--- config.mk ---
export PLATFORM = sky130hd
export DESIGN_NAME = control_unit
export DESIGN_NICKNAME = d
export VERILOG_FILES = /design/src/rtl/control_unit.sv
export SDC_FILE = /design/constraint.sdc
export NUM_CORES = 1
export LEC_CHECK = 0
export ABC_AREA = 1
export ABC_CLOCK_PERIOD_IN_PS = 1400
export CAP_MARGIN = 20
export CORE_AREA = 5 5 42 44
export DETAILED_ROUTE_END_ITERATION = 10
export DIE_AREA = 0 0 47 49
export GPL_TIMING_DRIVEN = 0
export PLACE_DENSITY = 0.74
export SLEW_MARGIN = 20
export SYNTH_ARGS = -nofsm -noshare
export SYNTH_HDL_FRONTEND = slang
export SYNTH_SLANG_ARGS = --single-unit
export TNS_END_PERCENT = 1
--- constraint.sdc ---
create_clock -name clk -period 1.4 [get_ports clk]
set_input_delay 0.42 -clock clk [delete_from_list [all_inputs] [get_ports clk]]
set_output_delay 0.42 -clock clk [all_outputs]
set_load 0.03 [all_outputs]
--- src/rtl/control_unit.sv ---
// ============================================================================
// control_unit : Moore FSM sequencing the K&S data_path
//                (fetch, decode, execute, PC update).
// Revision 1.0 : initial release
// ============================================================================
`default_nettype none

package k_and_s_pkg;
  typedef enum logic [3:0] {
    I_NOP    = 4'd0,
    I_LOAD   = 4'd1,
    I_STORE  = 4'd2,
    I_MOVE   = 4'd3,
    I_ADD    = 4'd4,
    I_SUB    = 4'd5,
    I_AND    = 4'd6,
    I_OR     = 4'd7,
    I_BRANCH = 4'd8,
    I_BZERO  = 4'd9,
    I_BNEG   = 4'd10,
    I_BNNEG  = 4'd11,
    I_BOV    = 4'd12,
    I_BNOV   = 4'd13,
    I_HALT   = 4'd14
  } decoded_instruction_type;
endpackage

module control_unit
  import k_and_s_pkg::*;
#(
  parameter int INIT_CYCLES     = 1,
  parameter bit BOV_USES_SIGNED = 1'b0
) (
  input  logic                    clk,
  input  logic                    rst_n,
  input  decoded_instruction_type decoded_instruction,
  input  logic                    zero_op,
  input  logic                    neg_op,
  input  logic                    unsigned_overflow,
  input  logic                    signed_overflow,
  output logic                    branch,
  output logic                    pc_enable,
  output logic                    ir_enable,
  output logic                    addr_sel,
  output logic                    c_sel,
  output logic [1:0]              operation,
  output logic                    write_reg_enable,
  output logic                    flags_reg_enable,
  output logic                    ram_write_enable,
  output logic                    halted
);

  localparam int CNT_W = (INIT_CYCLES > 1) ? $clog2(INIT_CYCLES) : 1;
  localparam logic [CNT_W-1:0] C_CNT_LAST = CNT_W'(INIT_CYCLES - 1);

  typedef enum logic [3:0] {
    S_INIT   = 4'd0,
    S_FETCH  = 4'd1,
    S_DECODE = 4'd2,
    S_LOAD   = 4'd3,
    S_STORE  = 4'd4,
    S_ALU    = 4'd5,
    S_MOVE   = 4'd6,
    S_BRANCH = 4'd7,
    S_NEXT   = 4'd8,
    S_HALT   = 4'd9
  } state_t;

  state_t           state_q, state_d;
  logic [CNT_W-1:0] cnt_q, cnt_d;
  logic             ovf_w;

  assign ovf_w = BOV_USES_SIGNED ? signed_overflow : unsigned_overflow;

  always_ff @(posedge clk or negedge rst_n) begin
    if (!rst_n) begin
      state_q <= S_INIT;
      cnt_q   <= '0;
    end else begin
      state_q <= state_d;
      cnt_q   <= cnt_d;
    end
  end

  always_comb begin
    state_d = state_q;
    cnt_d   = cnt_q;
    case (state_q)
      S_INIT: begin
        if (cnt_q == C_CNT_LAST) begin
          state_d = S_FETCH;
          cnt_d   = '0;
        end else begin
          cnt_d = cnt_q + 1'b1;
        end
      end
      S_FETCH:  state_d = S_DECODE;
      S_DECODE: begin
        case (decoded_instruction)
          I_LOAD:                      state_d = S_LOAD;
          I_STORE:                     state_d = S_STORE;
          I_ADD, I_SUB, I_AND, I_OR:   state_d = S_ALU;
          I_MOVE:                      state_d = S_MOVE;
          I_HALT:                      state_d = S_HALT;
          I_BRANCH:                    state_d = S_BRANCH;
          I_BZERO:  state_d = zero_op ? S_BRANCH : S_NEXT;
          I_BNEG:   state_d = neg_op  ? S_BRANCH : S_NEXT;
          I_BNNEG:  state_d = !neg_op ? S_BRANCH : S_NEXT;
          I_BOV:    state_d = ovf_w   ? S_BRANCH : S_NEXT;
          I_BNOV:   state_d = !ovf_w  ? S_BRANCH : S_NEXT;
          default:                     state_d = S_NEXT;
        endcase
      end
      S_LOAD, S_STORE, S_ALU, S_MOVE: state_d = S_NEXT;
      S_BRANCH, S_NEXT:               state_d = S_FETCH;
      S_HALT:                         state_d = S_HALT;
      default:                        state_d = S_INIT;
    endcase
  end

  // Outputs are pure state decode so an async reset drops every strobe at once.
  always_comb begin
    branch           = 1'b0;
    pc_enable        = 1'b0;
    ir_enable        = 1'b0;
    addr_sel         = 1'b0;
    c_sel            = 1'b0;
    operation        = 2'b00;
    write_reg_enable = 1'b0;
    flags_reg_enable = 1'b0;
    ram_write_enable = 1'b0;
    halted           = 1'b0;
    case (state_q)
      S_FETCH: begin
        addr_sel  = 1'b1;
        ir_enable = 1'b1;
      end
      S_LOAD: begin
        write_reg_enable = 1'b1;
      end
      S_STORE: begin
        ram_write_enable = 1'b1;
      end
      S_ALU: begin
        c_sel            = 1'b1;
        write_reg_enable = 1'b1;
        flags_reg_enable = 1'b1;
        case (decoded_instruction)
          I_AND:   operation = 2'b01;
          I_OR:    operation = 2'b10;
          I_SUB:   operation = 2'b11;
          default: operation = 2'b00;
        endcase
      end
      S_MOVE: begin
        c_sel            = 1'b1;
        operation        = 2'b10;
        write_reg_enable = 1'b1;
      end
      S_BRANCH: begin
        pc_enable = 1'b1;
        branch    = 1'b1;
      end
      S_NEXT: begin
        pc_enable = 1'b1;
      end
      S_HALT: begin
        halted = 1'b1;
      end
      default: ;
    endcase
  end

endmodule

`default_nettype wire

---- Word-level counts from Yosys, hierarchy flattened ----
Index checks and enable logic that the tools add are counted.
storage, ports and cells
  register bits ........................... 5
  input bits .............................. 10
  output and inout port bits .............. 11
  logic and storage cells ................. 52
operators by class
  add/subtract/negate cells ............... 1
  equality and inequality tests ........... 24
  mux-type cells .......................... 19
  reductions and logical operators ........ 6
operator list
  kind                 number
  $pmux 4 s11          1
  $eq 4x4->1 const B   9
  $eq 4x3->1 const B   8
  $mux 4               6
  $pmux 4 s6           1
  $eq 4x2->1 const B   4
  $mux 1               9
  $eq 4x1->1 const B   2
  $reduce_or 4->1      2
  $pmux 2 s3           1
  $logic_not 4->1      1
  $pmux 2 s2           1
  $reduce_or 2->1      2
  $reduce_or 3->1      1
  $ne 2x2->1 const B   1
  $add 1x1->1 const B  1

---- Logic depth before layout (Yosys ltp) ----
Gate-level depths: netlist (run 1).
  word-level depth ........................ 4
  mapped depth ............................ 8

---- Least setup slack after synthesis (run 1) ----
No wires, ideal clock.
  kind .................................... register to output
  from .................................... reg state_q[3]
  to ...................................... out operation[0]
  arrival ................................. 1.563 ns
  data required time ...................... 0.980 ns
  slack ................................... -0.583 ns
  cell stages (with the launch flop) ...... 4
  path buffers ............................ 0
  cell sequence ........................... dfrtp_1 nor2_1 nand2_1 nor4_1
on the way
  cells in the longest elaborated chain, start to end .. 2
  elaborated cells on any way between the ends .. 3
  classes of those cells .................. eq/ne (2); mux (1)
RTL lines
  what                    line  text
  from (decl)             69    state_t state_q, state_d;
  from (signal assigned)  80    state_q <= state_d;
  $eq 4x3->1              133   case (state_q)
  $pmux 2 s2 *            133
  to (decl)               46    output logic [1:0] operation,
Every way passes the cells marked *; elsewhere a longest branch is shown, timed or not.

---- Worst setup path in the final report (run 1) ----
  from .................................... reg state_q[3]
  to ...................................... out write_reg_enable
on the way
  cells in the longest elaborated chain, start to end .. 3
  elaborated cells on any way between the ends .. 5
  classes of those cells .................. eq/ne (3); mux (1); reduce/logical (1)
RTL lines
  what                                             line  text
  $eq 4x2->1 / $eq 4x3->1 (equally long branches)  133
  $reduce_or 3->1 (no source line) *               -
  $mux 1 *                                         133
  to (decl)                                        47    output logic write_reg_enable,
Marks and branches as above.

==> summary.md, run 1 <==
The run finished, with violations left. The checks that failed: setup timing. Counting tap cells, the placed design contains a total of 126 instances.

Summing the areas of all xor and xnor instances in the mapped netlist gives 0% of the synthesized area. TritonCTS created 3 clock buffers. In this run, synthesis produced a sequential element count of 4.

The run gives 0.23 ns as the worst-case register-to-register setup slack. In the layout the commonest cells are sky130_fd_sc_hd__nand2_1, sky130_fd_sc_hd__nand3_1, sky130_fd_sc_hd__inv_1, sky130_fd_sc_hd__buf_6. Routability-driven placement finished with a final weighted congestion of 0.9155. The logs give 133 for the number of standard cells in the layout, taps in and fillers out and 1344 microns for the final wirelength. The region available for standard cell placement spans 1401 sq um. The via density per instance is 4.940. The run gives 0 as the max-slew violation count.

The critical path is of the reg -> out type. The multiplexer share of the synthesized area is 0%. During placement, the flow inserted port buffers numbering 19. The synthesized netlist devotes 4.348% of its cell area to compound gates.

STA classifies the critical path startpoint as a register. For the power consumption, the log shows 1228 uW. The die footprint is 2303 sq um. The maximum cell stage delay along the critical path was 0.42 ns. TritonCTS built the clock tree. The run gives -2.820 ns as the total negative setup slack. Once detail routing completed, the nets flagged for antenna violations numbered 0. After floorplanning, the core was divided into 14 placement rows. In this run the power density over the cells is 1422 nW/um^2.

The routed design could run at a clock period as short as 1.739 ns. For the count of vias placed by the detailed router, the log shows 657. For this configuration, the core starts out at a cell density of 34.91%. Of the total synthesized cell area, the portion taken by AND, OR, NAND and NOR gates is 60.61%. Counting the fill cells in the layout gives 136. The sequential element share of the synthesized area is 20.46%, and the number of hold buffers added after cts is 0. The initial antenna violation count was 0; the maximum clock frequency was 0.5751 GHz. Clock latency on the worst-skew pair, taken at its later pin, is 0.23 ns. Of the total synthesized cell area, the portion taken by full adders, half adders and majority gates is 0%.

The floorplan step set the die height to 49 microns. 21 I/O pins were placed. The die is 47 microns wide. Counting every instance in the synthesized netlist gives 91. Global routing finished with a remaining overflow of 0. The number of antenna diodes in the final layout is 0.

Largest driver fanout on the critical path: 3. Traced cell by cell, the critical path runs through nor2_4, nand3_4, o211ai_1, buf_4. Setup violations remaining at the end of the flow were counted as 11.

The register with the most flip-flops in the layout has 4 of them. The least setup slack across all paths after layout came out at -0.3389 ns. STA puts the critical path data required time at 0.98 ns. First-pass GRT wire length: 2270 microns. Detailed placement ended at an HPWL of 1066 microns.

In the final design database the tool counted 129 nets. The library cell used most frequently in the layout, excluding fill and tap cells, is sky130_fd_sc_hd__nand2_1. The nature of the critical path endpoint was an output pin. No sink is reached through more buffers than the 2 on the longest clock path. The post-route netlist has 42.74% of its cells at a drive strength greater than 1. The count of routing violations after the opening detailed-route iteration is 6, and the placed instance area is 737.0 sq um.

In the finished design, the share of the clock period the worst path needs comes to 124.2%. The register clock-pin slew on the reported worst setup and hold paths was 0.04 ns; the number of H-tree branching levels was 1. The number of warnings reported in the yosys synthesis log is 0. Slew of the pin with the lowest slew margin: 0.3758 ns. The classification of the worst-slack hold path is in -> async.

For the combined area of all synthesized cells, the log shows 489.2 sq um. The tools report the headroom to the max-slew limit as 74.76%. Entering global routing, the biggest net connects 7 pins. Dividing the detail-routed wire length by the instance count gives 10.11 microns. Between clock sinks in the finished design, the worst skew comes to 0.0001688 ns. Final hold slack: 0.3931 ns. The final count of hold timing violations was 0; the post-layout instance area was 863.3 sq um. The tools report the all-layer global routing usage as 13.14%.

The slowest stage of the critical path is the sky130_fd_sc_hd__dfrtp_2 cell. Setup repair after global routing could not meet its margin everywhere. Largest family of logic cells by synthesized area: simple AND/OR/NAND/NOR gates.

STA puts the critical path data arrival time at 1.32 ns. In this run the mean area of a mapped cell was 5.376 sq um. The tools report the number of max-cap violations as 0. Synthesis produced a netlist with a net count of 101. For this design the static power due to leakage is 0.0004466 uW. For the count of different cell masters after synthesis, the log shows 16.

Worst-case vdd ir drop: 0.0005507 V. Via count of the first global-routing pass: 630. The register with the most flip-flops in the final layout is state_q. For this run, the detailed router's first-pass iteration total came to 4.

The tree is rooted in a sky130_fd_sc_hd__clkbuf_4. For the clock sink total, the log shows 4. The tools report the number of DRC violations after detailed routing as 0.

The largest registers in the layout are state_q: 4 flops. The post-synthesis to final-layout area growth came out at 76.47%.
-- cell type report --
cell class / instances / area (sq um) / area share [%]
tap: 16 / 20.02 / 2.319
timing repair buffer: 23 / 229.0 / 26.52
inverter: 17 / 63.81 / 7.391
clock buffer: 3 / 22.52 / 2.609
multi-input combinational: 69 / 417.9 / 48.41
buffer: 1 / 7.507 / 0.8696
sequential: 4 / 102.6 / 11.88
-- where the power goes --
part	leakage, uW	switching, uW	internal, uW
clock network	0.0000138	44.7	95.7
logic	0.000384	522	348
registers	0.0000489	51.7	166
-- what timing repair did --
action | in CTS | in global routing
hold endpoints to repair | 0 | 0
pin swaps | 5 | 5
setup endpoints to repair | 15 | 14
resized for setup | 103 | 6
buffers inserted | 4 | 0
-- cell families after synthesis --
group | count (synthesis)
AO/OA/AOI/OAI | 3
buffers and inverters | 18
flip-flops | 4
AND/OR/NAND/NOR | 66
-- metrics by stage --
step | util [%] | setup WS (ns)
CTS | 60.98 | -0.2895
floorplan | - | -0.1378
global placement | 52.59 | -1.229
detailed placement | 52.59 | -1.253
global route | 61.61 | -0.3914
finish | 61.61 | -0.3389
-- critical path: cells and delay by family (launching register included) --
| family | cells | cell delay, ns |
|---|---|---|
| simple gates | 2 | 0.32 |
| buf+inv | 1 | 0.21 |
| compound gates | 1 | 0.14 |
| flops | 1 | 0.42 |
-- cell usage after synthesis --
cell type	instances	share of area, %
sky130_fd_sc_hd__nand2_1	25	19
sky130_fd_sc_hd__inv_1	15	12
sky130_fd_sc_hd__nor2_1	15	12
sky130_fd_sc_hd__nand3_1	14	14
sky130_fd_sc_hd__dfrtp_1	4	20
sky130_fd_sc_hd__nor3_1	4	4.1
sky130_fd_sc_hd__nor2_2	3	3.8
sky130_fd_sc_hd__inv_2	2	1.5
sky130_fd_sc_hd__nand2_2	2	2.6
sky130_fd_sc_hd__buf_4	1	1.5
sky130_fd_sc_hd__nand3b_1	1	1.5
sky130_fd_sc_hd__nor2_4	1	2.3
sky130_fd_sc_hd__nor4_1	1	1.3
sky130_fd_sc_hd__o211ai_1	1	1.5
sky130_fd_sc_hd__o22ai_1	1	1.3
sky130_fd_sc_hd__o31ai_1	1	1.5
-- layer usage --
layer	track usage, %	wire [microns]	vias up
met2	24.21	758	16
met3	0	85	2
li1	-	-	342
met4	10.14	22	0
met1	12.64	478	297
met5	0	0	-
-- final timing paths --
path,end,startpoint,depth (start not counted)
setup / recovery,write_reg_enable,state_q[3],4
hold / removal,state_q[0],rst_n,1
setup reg to reg,state_q[3],state_q[0],6
hold reg to reg,state_q[2],state_q[0],4
max in group asynchronous,state_q[1],rst_n,1
min in group clk,state_q[2],state_q[0],4
Note: power is estimated with default switching activity, not from simulation.
==> inputs of run 2 (changes only) <==
--- a/config.mk
+++ b/config.mk
@@ -5,14 +5,13 @@
 export SDC_FILE = /design/constraint.sdc
 export NUM_CORES = 1
 export LEC_CHECK = 0
-export ABC_AREA = 1
 export ABC_CLOCK_PERIOD_IN_PS = 1400
 export CAP_MARGIN = 20
-export CORE_AREA = 5 5 42 44
+export CORE_MARGIN = 5
+export CORE_UTILIZATION = 43
 export DETAILED_ROUTE_END_ITERATION = 10
-export DIE_AREA = 0 0 47 49
 export GPL_TIMING_DRIVEN = 0
-export PLACE_DENSITY = 0.74
+export PLACE_DENSITY = 0.8
 export SLEW_MARGIN = 20
 export SYNTH_ARGS = -nofsm -noshare
 export SYNTH_HDL_FRONTEND = slang
==> summary.md, run 2 <==
The most numerous cell type found on the critical path is sky130_fd_sc_hd__buf_6. The maximum cell stage delay along the critical path works out to 0.43 ns (about the same). Worst-skew pair later-pin latency: 0.24 ns (about the same). The initial antenna violation count was 0 (unchanged); the final HPWL from detailed placement was 1128 microns (+5.7%). The run gives 123 (-4.7%) as the net count reported at finish.

The tools report the max-slew violation count as 0 (unchanged). In the final layout, the registers with the most flip-flops are state_q: 4 flops. The slew of the pin with the lowest slew margin came out at 0.2724 ns (-0.1034 ns). The average wire length per cell after detail routing works out to 13.97 microns (+38%). For the core outline area, the log shows 1285 sq um (-8.3%). The synthesis-stage register bit count came out at 4 (unchanged). The clock sink total was 4 (unchanged).

The post-synthesis to final-layout area growth works out to 79.10%. The number of cells on the critical path was 5 (+1). The number of max-cap violations is 0 (unchanged), and the cell area power density is 397.2 nW/um^2 (-72%).

The run gives 580.6 sq um (+19%) as the combined area of all synthesized cells. The path depth of the worst reg2reg path is 5 (-1), and the final critical path time including I/O delays and setup is 2.027 ns (+0.2883 ns). For the first-pass GRT wire length, the log shows 2739 microns (+21%). The tools report the static power due to leakage as 0.0004657 uW (+4.3%). The height of the chip works out to 46.75 microns (-4.6%). The least setup slack across all paths after layout is -0.6272 ns (-0.2883 ns).

The library cell used most frequently in the layout, excluding fill and tap cells, is sky130_fd_sc_hd__buf_4. The largest total area in the synthesized netlist belongs to sky130_fd_sc_hd__dfrtp_1. The count of TritonRoute iterations in the first routing pass was 4 (unchanged); the post-detailed-route count of antenna-violating nets was 0 (unchanged).

The top cell type's share of synthesized area was 17.24% (-3.2 points). For the count of routing violations after the opening detailed-route iteration, the log shows 9 (+3). The root buffer cell chosen for the clock tree is sky130_fd_sc_hd__clkbuf_4. The mean post-synth cell area is 7.349 sq um (+37%). The routability congestion estimate from global placement is 0.8446 (-7.7%). The commonest register cell after synthesis is sky130_fd_sc_hd__dfrtp_1.

The nature of the critical path endpoint is an output pin. The run finished, with violations left. TritonCTS built the clock tree.

For the count of different cell masters after synthesis, the log shows 37 (+21). Cell with the largest stage delay on the worst path: sky130_fd_sc_hd__or4_4. Startpoint class of the critical path: a register. The run gives 656 (+4.1%) as the via count of the first global-routing pass. Critical path startpoint: state_q[1]. The flip-flop count of the largest register after layout works out to 4 (unchanged). Final count of hold timing violations: 0 (unchanged). For the number of buffers on the longest clock path, the log shows 2 (unchanged).

The proportion of synthesized flip-flops having asynchronous set or reset is 100.0% (unchanged). The commonest cells after synthesis are sky130_fd_sc_hd__nor2_1, sky130_fd_sc_hd__nand2b_1. Setup repair after global routing could not meet its margin everywhere. The run gives 0 (unchanged) as the overall overflow remaining after global route.

Headroom to the max-slew limit: 81.69% (+6.9 points). The largest delay contributor family on the critical path is simple AND/OR/NAND/NOR gates. Yosys attributes the largest share of cell area to sky130_fd_sc_hd__dfrtp_1, sky130_fd_sc_hd__buf_6, sky130_fd_sc_hd__nor2_1. The run gives -1.512 ns (-0.2586 ns) as the worst slack at placement.

The tools report the endpoint arrival time on the critical path as 1.61 ns (+0.29 ns). The tools report the required time of the critical path as 0.98 ns (about the same). The post-layout instance area was 1040 sq um (+20%). The TritonCTS buffer count was 3 (unchanged); the net count after synthesis was 89 (-12%).

The classification of the worst-slack hold path is in -> async. The number of DRC violations after detailed routing is 0 (unchanged). The run gives 2185 sq um (-5.1%) as the die footprint. The logs give 45.18% (+10 points) for the starting density of the core and 0.0003801 V (-31%) for the worst-case vdd ir drop. The logs give 17.24% (-3.2 points) for the sequential element share of the synthesized area and 0.4933 GHz (-14%) for the maximum clock frequency. The most common cell in the netlist was sky130_fd_sc_hd__nor2_1.

For the clock skew, the log shows 0.008898 ns (+0.008730 ns). The number of I/O port buffers is 19 (unchanged), and the largest driver fanout on the critical path is 5 (+2). The placed instance area is 892.1 sq um (+21%). The tools report the number of failing setup endpoints in the final timing report as 15 (+4).

Number of cells produced by synthesis: 79 (-13%). The all-layer global routing usage was 17.21% (+4.1 points). The number of H-tree branching levels is 1 (unchanged).

Walking the worst path, the cells encountered are buf_6, nand2b_4, or4_4, a21oi_4, buf_6. The number of flops mapped to enable cells by yosys is 0 (unchanged), and the number of antenna cells inserted is 0 (unchanged). The register clock-pin slew on the reported worst setup and hold paths came out at 0.05 ns (about the same). The run gives 21 (unchanged) as the I/O pin count. In this run the critical register-to-register path is launched from state_q[2]. The final reports fail on setup timing. The die extent in x came out at 46.75 microns (-0.54%). The top cell types in the final layout, fill and taps aside, are sky130_fd_sc_hd__buf_4, sky130_fd_sc_hd__buf_6, sky130_fd_sc_hd__nor2_1, sky130_fd_sc_hd__nor2b_1, sky130_fd_sc_hd__clkdlybuf4s50_1.

The share of final-layout standard cells stronger than drive strength 1 is 53.57% (+11 points), and the site row count is 13 (-1). The final critical-path share of the clock period works out to 144.8% (+21 points). The logs give 11 (+4) for the pin count of the biggest net entering global routing and 0.3874 ns (-0.005755 ns) for the final hold slack. The register with the most flip-flops in the final layout is state_q. The count of vias placed by the detailed router was 709 (+7.9%); the via density per instance was 5.583 (+13%). The run gives 0 (unchanged) as the number of hold buffers added after cts. The worst setup path is of the reg -> out kind. The count of filler cells inserted in the layout is 83 (-39%), and the number of buffers and inverters on the critical path is 2 (+1).

The tools report the number of warnings reported in the yosys synthesis log as 0 (unchanged). The final wirelength came out at 1774 microns (+32%).
==> run 2: changes by cell type after synthesis, sizes merged, moves of 6 or more <==
cell    delta
inv       -13
nand2     -24
nor2       -8
nand3     -14
nand2b     +6
buf        +7
==> run 2: power by group <==
| part | switching [uW] | internal, uW | total [uW] |
|---|---|---|---|
| Clock | 56.7 | 108 | 164 |
| Sequential | 0 | 116 | 116 |
| Combinational | 63.6 | 69.1 | 133 |
| Total | 120 | 293 | 413 |
==> run 2: timing repair <==
item                       CTS  global route
gates resized for setup     82            13
cloned                       0             0
setup endpoints to repair   15            15
buffers inserted             2             8
pin swaps                    4             2
==> run 2: layout make-up <==
cell class	count	area, sq um	area share (%)
multi-input cells	63	521.8	50.18
repair buffers	29	256.5	24.67
flip-flops and latches	4	101.3	9.747
plain buffers	8	95.09	9.146
clock buffers	4	26.28	2.527
inverters	4	20.02	1.925
well taps	15	18.77	1.805
==> run 2: kinds of logic after synthesis <==
family	synth area share, %
buffers and inverters	14.65
flip-flops	17.24
XOR/XNOR	4.527
AO/OA/AOI/OAI	24.57
AND/OR/NAND/NOR	39.01
==> run 2: per-stage QoR <==
step	setup TNS (ns)	util [%]	std cells	power (uW)
3_5_place_dp	-10.14	69.43	113	233.9
6_report	-4.445	80.92	127	413.0
3_3_place_gp	-9.962	69.43	113	231.4
2_1_floorplan	-1.968	-	79	191.7
5_1_grt	-5.327	80.92	127	440.6
4_1_cts	-4.635	75.46	119	405.6
==> run 2: per-layer routing <==
layer / track usage (%) / up-vias / routed length (microns)
met5: 0 / - / 0
met1: 19.68 / 328 / 721
met2: 31.87 / 27 / 918
met4: 4.972 / 0 / 42
met3: 3.831 / 4 / 91
li1: - / 350 / -
==> run 2: worst register-to-register path: cells and delay by family (launching register included) <==
kind | cells | cell delay, ns
compound gates | 1 | 0.13
buf+inv | 1 | 0.15
flops | 1 | 0.37
simple gates | 3 | 0.63
==> run 2: final timing paths <==
path | slack, ns | end
worst max-delay path | -0.63 | operation[1]
worst min-delay path | 0.39 | state_q[0]
worst max register to register | 0.05 | state_q[2]
worst min register to register | 0.71 | state_q[0]
max in group asynchronous | 0.82 | state_q[3]
min in group clk | 0.70 | state_q[1]
==> inputs of run 3 (changes only) <==
--- a/config.mk
+++ b/config.mk
@@ -9,10 +9,12 @@
 export CAP_MARGIN = 20
 export CORE_MARGIN = 5
 export CORE_UTILIZATION = 43
+export CTS_CLUSTER_DIAMETER = 50
 export DETAILED_ROUTE_END_ITERATION = 10
 export GPL_TIMING_DRIVEN = 0
 export PLACE_DENSITY = 0.8
-export SLEW_MARGIN = 20
+export SKIP_CTS_REPAIR_TIMING = 1
+export SLEW_MARGIN = 0
 export SYNTH_ARGS = -nofsm -noshare
 export SYNTH_HDL_FRONTEND = slang
 export SYNTH_SLANG_ARGS = --single-unit
==> summary.md, run 3 (synthesis gave the netlist of run 2 again) <==
The flow ran to the end, but the final reports show violations. The final reports fail on setup timing. The post-detailed-route count of antenna-violating nets was 0 (unchanged). Number of I/O port buffers: 19 (unchanged). Setup repair after global routing could not meet its margin everywhere.

The clock root buffer was sky130_fd_sc_hd__clkbuf_4. The run gives 0.3861 ns (-0.001235 ns) as the final hold slack. Classification of the worst-slack hold path: in -> async. The headroom to the max-slew limit is 83.36% (+1.7 points).

For the static power due to leakage, the log shows 0.0004838 uW (+3.9%). For the clock skew, the log shows 0.007732 ns (-0.001166 ns). The slew of the pin with the lowest slew margin was 0.2478 ns (-0.02458 ns). The required time of the critical path was 0.98 ns (about the same). The register clock-pin slew on the reported worst setup and hold paths was 0.04 ns (about the same); the starting density of the core was 45.18% (unchanged).

The overall overflow remaining after global route was 0 (unchanged). The critical path is of the reg -> out type. The flip-flop count of the largest register after layout is 4 (unchanged). The logs give 120 (-2.4%) for the net count reported at finish and 11 (unchanged) for the pin count of the biggest net entering global routing.

The worst setup path is captured at an output pin. Final wirelength: 1553 microns (-12%). The number of cells on the critical path was 5 (unchanged). The area taken by flip-flops and latches came out at 101.3 sq um (unchanged). The final critical path time including I/O delays and setup works out to 2.040 ns (+0.01315 ns). The largest registers in the layout are state_q: 4 flops. The die extent in x was 46.75 microns (unchanged); the path depth of the worst reg2reg path was 5 (unchanged). For the count of filler cells inserted in the layout, the log shows 87 (+4.8%). The most crowded layer after global routing was met2.

The total negative setup slack came out at -4.173 ns (+0.2710 ns). The run gives -0.6404 ns (-0.01315 ns) as the least setup slack across all paths after layout. The worst register-to-register path begins at state_q[2].

The register with the most flip-flops in the final layout is state_q. The tools report the TritonCTS buffer count as 3 (unchanged). The I/O pin count is 21 (unchanged). The worst-case register-to-register setup slack was 0.01 ns (-0.04 ns). The tools report the number of buffers on the longest clock path as 2 (unchanged). The site row count was 13 (unchanged); the power consumption was 403.7 uW (-2.3%). The tools report the startpoint class of the critical path as a register. In this design, the critical path's most frequently occurring cell is sky130_fd_sc_hd__buf_6. The logs give -1.512 ns (unchanged) for the worst slack at placement and 0 (unchanged) for the number of antenna cells inserted. The number of failing setup endpoints in the final timing report came out at 12 (-3). The average wire length per cell after detail routing works out to 12.52 microns (-10%). The critical path starts at state_q[1]. The number of max-cap violations was 0 (unchanged). The met1 track demand over resource was 18.06% (-1.6 points). The tools report the die footprint as 2185 sq um (unchanged).

The routability congestion estimate from global placement was 0.8446 (unchanged). The destination of the worst register-to-register timing path was state_q[2]. Count of vias placed by the detailed router: 677 (-4.5%).

TritonCTS built the clock tree. Worst-case vdd ir drop: 0.0003291 V (-13%). The endpoint arrival time on the critical path is 1.62 ns (about the same).

The height of the chip came out at 46.75 microns (unchanged). The critical path ends at operation[1]. The logs give 1128 microns (unchanged) for the final HPWL from detailed placement and 510.5 sq um (-2.2%) for the footprint of the multi-input gates. The number of cells after detailed placement is 113 (unchanged), and the count of TritonRoute iterations in the first routing pass is 4 (unchanged). Core outline area: 1285 sq um (unchanged). The number of buffers and inverters on the critical path was 2 (unchanged); the post-synthesis to final-layout area growth was 73.92%. Cell area power density: 399.8 nW/um^2 (+0.65%).

The largest driver fanout on the critical path is 5 (unchanged), and the maximum clock frequency is 0.4901 GHz (-0.64%). The number of DRC violations after detailed routing is 0 (unchanged). The initial antenna violation count is 0 (unchanged).

The run gives 27.75% (-4.1 points) as the met2 capacity usage during global routing. The kind of cell with the highest combined delay along the critical path is simple AND/OR/NAND/NOR gates. The tools report the first-pass GRT wire length as 2428 microns (-11%). The met3 track utilization from global routing was 3.448% (-0.38 points). The most common cell after layout, fill and taps aside was sky130_fd_sc_hd__buf_4.

For the count of routing violations after the opening detailed-route iteration, the log shows 8 (-1). The final count of hold timing violations came out at 0 (unchanged). The tools report the max-slew violation count as 0 (unchanged).

The tools report the number of standard cells in the layout, taps in and fillers out as 124 (-2.4%). Traced cell by cell, the critical path runs through buf_6, nand2b_4, or4_4, a21oi_4, buf_6. The cell with the largest stage delay on the worst path is sky130_fd_sc_hd__or4_4. The tools report the clock sink total as 4 (unchanged). For the worst-skew pair later-pin latency, the log shows 0.24 ns (about the same). The library cells used most frequently in the layout, excluding fill and tap cells, are sky130_fd_sc_hd__buf_4, sky130_fd_sc_hd__nor2_1, sky130_fd_sc_hd__buf_6, sky130_fd_sc_hd__clkbuf_4, sky130_fd_sc_hd__dlymetal6s2s_1.

The final critical-path share of the clock period came out at 145.7% (+0.94 points). The run gives 595 (-9.3%) as the via count of the first global-routing pass. The all-layer global routing usage is 14.95% (-2.3 points). The number of H-tree branching levels is 1 (unchanged), and the maximum cell stage delay along the critical path is 0.43 ns (about the same). The share of final-layout standard cells stronger than drive strength 1 works out to 46.79% (-6.8 points).

The via density per instance is 5.460 (-2.2%).
-- run 3: cell count changes in the layout (fill, tap and decap cells not counted), moves of 2 or more --
cell,previous run,this run
sky130_fd_sc_hd__clkbuf_4,3,5
sky130_fd_sc_hd__buf_4,15,12
sky130_fd_sc_hd__buf_6,11,8
sky130_fd_sc_hd__dlymetal6s2s_1,0,5
-- run 3: worst min path at each step --
stage	start	end	slack, ns	cells past startpoint
2_1_floorplan	rst_n	state_q[0]	0.12	0
3_3_place_gp	rst_n	state_q[0]	0.63	1
3_5_place_dp	state_q[3]	state_q[0]	0.63	1
4_1_cts	rst_n	state_q[0]	0.39	1
5_1_grt	rst_n	state_q[0]	0.39	1
6_report	rst_n	state_q[0]	0.39	1
-- run 3: stage by stage --
step / cell area [sq um] / utilization (%)
finish: 1010 / 78.58
detailed placement: 892.1 / 69.43
global route: 1010 / 78.58
global placement: 892.1 / 69.43
CTS: 918.4 / 71.47
floorplan: 683.2 / -
-- run 3: worst register-to-register path: stages (launching register included) --
cell and delay (ns):
sky130_fd_sc_hd__dfrtp_1 0.37, sky130_fd_sc_hd__buf_4 0.19, sky130_fd_sc_hd__nor2_1 0.11, sky130_fd_sc_hd__o211ai_1 0.11, sky130_fd_sc_hd__or3b_1 0.40, sky130_fd_sc_hd__nor2_1 0.14
-- run 3: cell type report --
| type | instances | area share (%) |
|---|---|---|
| multi-input cells | 63 | 50.56 |
| flip-flops and latches | 4 | 10.04 |
| well taps | 15 | 1.859 |
| clock buffers | 4 | 2.602 |
| plain buffers | 8 | 8.674 |
| repair buffers | 26 | 24.29 |
| inverters | 4 | 1.983 |
-- run 3: routing by layer --
| metal | share of wire (%) | up-vias | routed length, microns |
|---|---|---|---|
| met5 | 0 | - | 0 |
| li1 | - | 340 | - |
| met3 | 5.9 | 0 | 92 |
| met4 | 0 | 0 | 0 |
| met1 | 42 | 313 | 653 |
| met2 | 52 | 24 | 807 |
-- run 3: report_power, final --
group | switching [uW] | total [uW] | internal [uW]
logic | 59.3 | 126 | 66.4
registers | 0 | 116 | 116
clock network | 54.5 | 162 | 107
total | 114 | 404 | 290
==> variant (flow settings as in run 3) <==
Put a register stage on the output `halted`, cleared by the reset. The value now appears one clock later. The other outputs are not delayed to match.
--- a/src/rtl/control_unit.sv
+++ b/src/rtl/control_unit.sv
@@ -68,2 +68,4 @@
 
+  logic halted_d;
+
   state_t           state_q, state_d;
@@ -131,3 +133,3 @@
     ram_write_enable = 1'b0;
-    halted           = 1'b0;
+    halted_d         = 1'b0;
     case (state_q)
@@ -167,3 +169,3 @@
       S_HALT: begin
-        halted = 1'b1;
+        halted_d = 1'b1;
       end
@@ -171,2 +173,10 @@
     endcase
+  end
+
+  always_ff @(posedge clk or negedge rst_n) begin
+    if (!rst_n) begin
+      halted <= '0;
+    end else begin
+      halted <= halted_d;
+    end
   end
Behaviour: not the same (Yosys sat finds a counterexample within 4 cycles, from zero or initial values and one cycle with rst_n low).
==> variant against run 3 <==
Sequential cell count rose by 1. Total power is 7.8% higher. Synthesized area increased by 4.3%. Worst setup slack better by 13 ps. Via count is 0.15% lower. Cell count grew 1.6%. Sequential share of layout area up 2.1 points. Worst hold slack improved by 9.3 ps. Non-clock buffer count up 1. Cell area rose by 2.9%. Utilization rose by 0.24 points. The run still ends with negative setup slack left. Routed wire length increased by 1.7%.
==> variant: results (changes against run 3) <==
Detailed routing
  – DR vias/cell: 5.37 (was 5.46)
  – Initial DRC Count: 6 (was 8)
  – WL final: 1.58 mm (was 1.55 mm)

Pwr
  – LEAKAGE: 0.499 nW (was 0.484 nW)
  – Maximum vdd drop: 0.000531 V (was 0.000329 V)
  – Net Sw Power: 115 µW (was 114 µW)

Timing
  – Final Skew: 0.442 ps (was 7.73 ps)
  – Final TNS setup: -3820 ps (was -4170 ps)
  – Final setup viols: 12 (unchanged)
  – Setup slack after layout: -627 ps (was -640 ps)

Layout
  – Layout cells sized above 1: 0.486 (was 0.468)
  – Largest regs: state_q x4, halted x1 (was state_q x4)
  – Nets: 122 (was 120)

Status
  – Failing checks: negative setup slack (unchanged)
  – Status: finished with violations (unchanged)

Placed design
  – Post-DP HPWL: 1.13 mm (about the same)
  – Placed Area: 917 µm² (was 892 µm²)
  – Dpl ws: -1510 ps (about the same)

Yosys
  – Post-synth net total: 90 (was 89)
  – Most frequent cells after synthesis: nor2_1, nand2b_1, dfrtp_1 (was nor2_1, nand2b_1)
  – Synth area leaders: dfrtp_1, buf_6, nor2_1, nand2b_1, a211oi_1 (unchanged)

Global routing
  – Vias in the first global route: 576 (was 595)
  – First-pass GRT wire length: 2.54 mm (was 2.43 mm)
  – Total GRT Usage: 0.149 (about the same)

Critical path
  – Launch point of the worst path: decoded_instruction[3] (was state_q[1])
  – Worst reg2reg setup slack: 50 ps (was 10 ps)
[variant: cell count changes after synthesis]
cell / before / now
dfrtp_1: 4 / 5
[variant: final cells by class]
class,instances,area (µm²)
buffer,8,91.3
clock buffer,4,26.3
fill,112,279
inverter,4,22.5
multi-input combinational,63,510
sequential,5,126
tap,15,18.8
timing repair buffer,27,243
[variant: critical path, cell delays in order]
cell and delay, ps:
dlymetal6s2s_1 180, buf_4 200, or4_4 500, a21oi_4 160, buf_6 140
[variant: stage by stage]
step | instances | utilization
floorplan | 80 | -
global placement | 114 | 0.696
detailed placement | 114 | 0.696
CTS | 118 | 0.716
global route | 126 | 0.788
finish | 126 | 0.788
[variant: routing by layer]
metal / wire length [µm] / vias up / global-route usage
li1: - / 349 / -
met1: 714 / 307 / 0.221
met2: 765 / 18 / 0.230
met5: 0 / - / 0
met3: 92 / 2 / 0.0376
met4: 8 / 0 / 0
[variant: power by group through the flow]
stage	Combinational, mW	Clock [mW]	Sequential, mW
5_1_grt	0.140	0.179	0.145
6_report	0.128	0.162	0.145
4_1_cts	0.116	0.171	0.145
3_3_place_gp	0.114	0	0.147
2_1_floorplan	0.0739	0	0.147
3_5_place_dp	0.116	0	0.147
[variant: logic make-up (layout without fill, tap and decap cells)]
kind of cell | after synthesis | after routing | share of synthesized area
compound gates | 20 | 20 | 0.236
buf+inv | 12 | 43 | 0.140
xor+xnor | 3 | 3 | 0.0434
simple gates | 40 | 40 | 0.374
flops | 5 | 5 | 0.207
[variant: worst min-delay path by stage]
stage                           from         end  slack (ps)  cells past startpoint
after floorplan                rst_n      halted         120                      0
after global placement    state_q[3]  state_q[0]         630                      1
after detailed placement  state_q[3]  state_q[0]         630                      1
after CTS                      rst_n  state_q[0]         400                      1
after global routing           rst_n      halted         410                      1
final                          rst_n  state_q[0]         400                      1
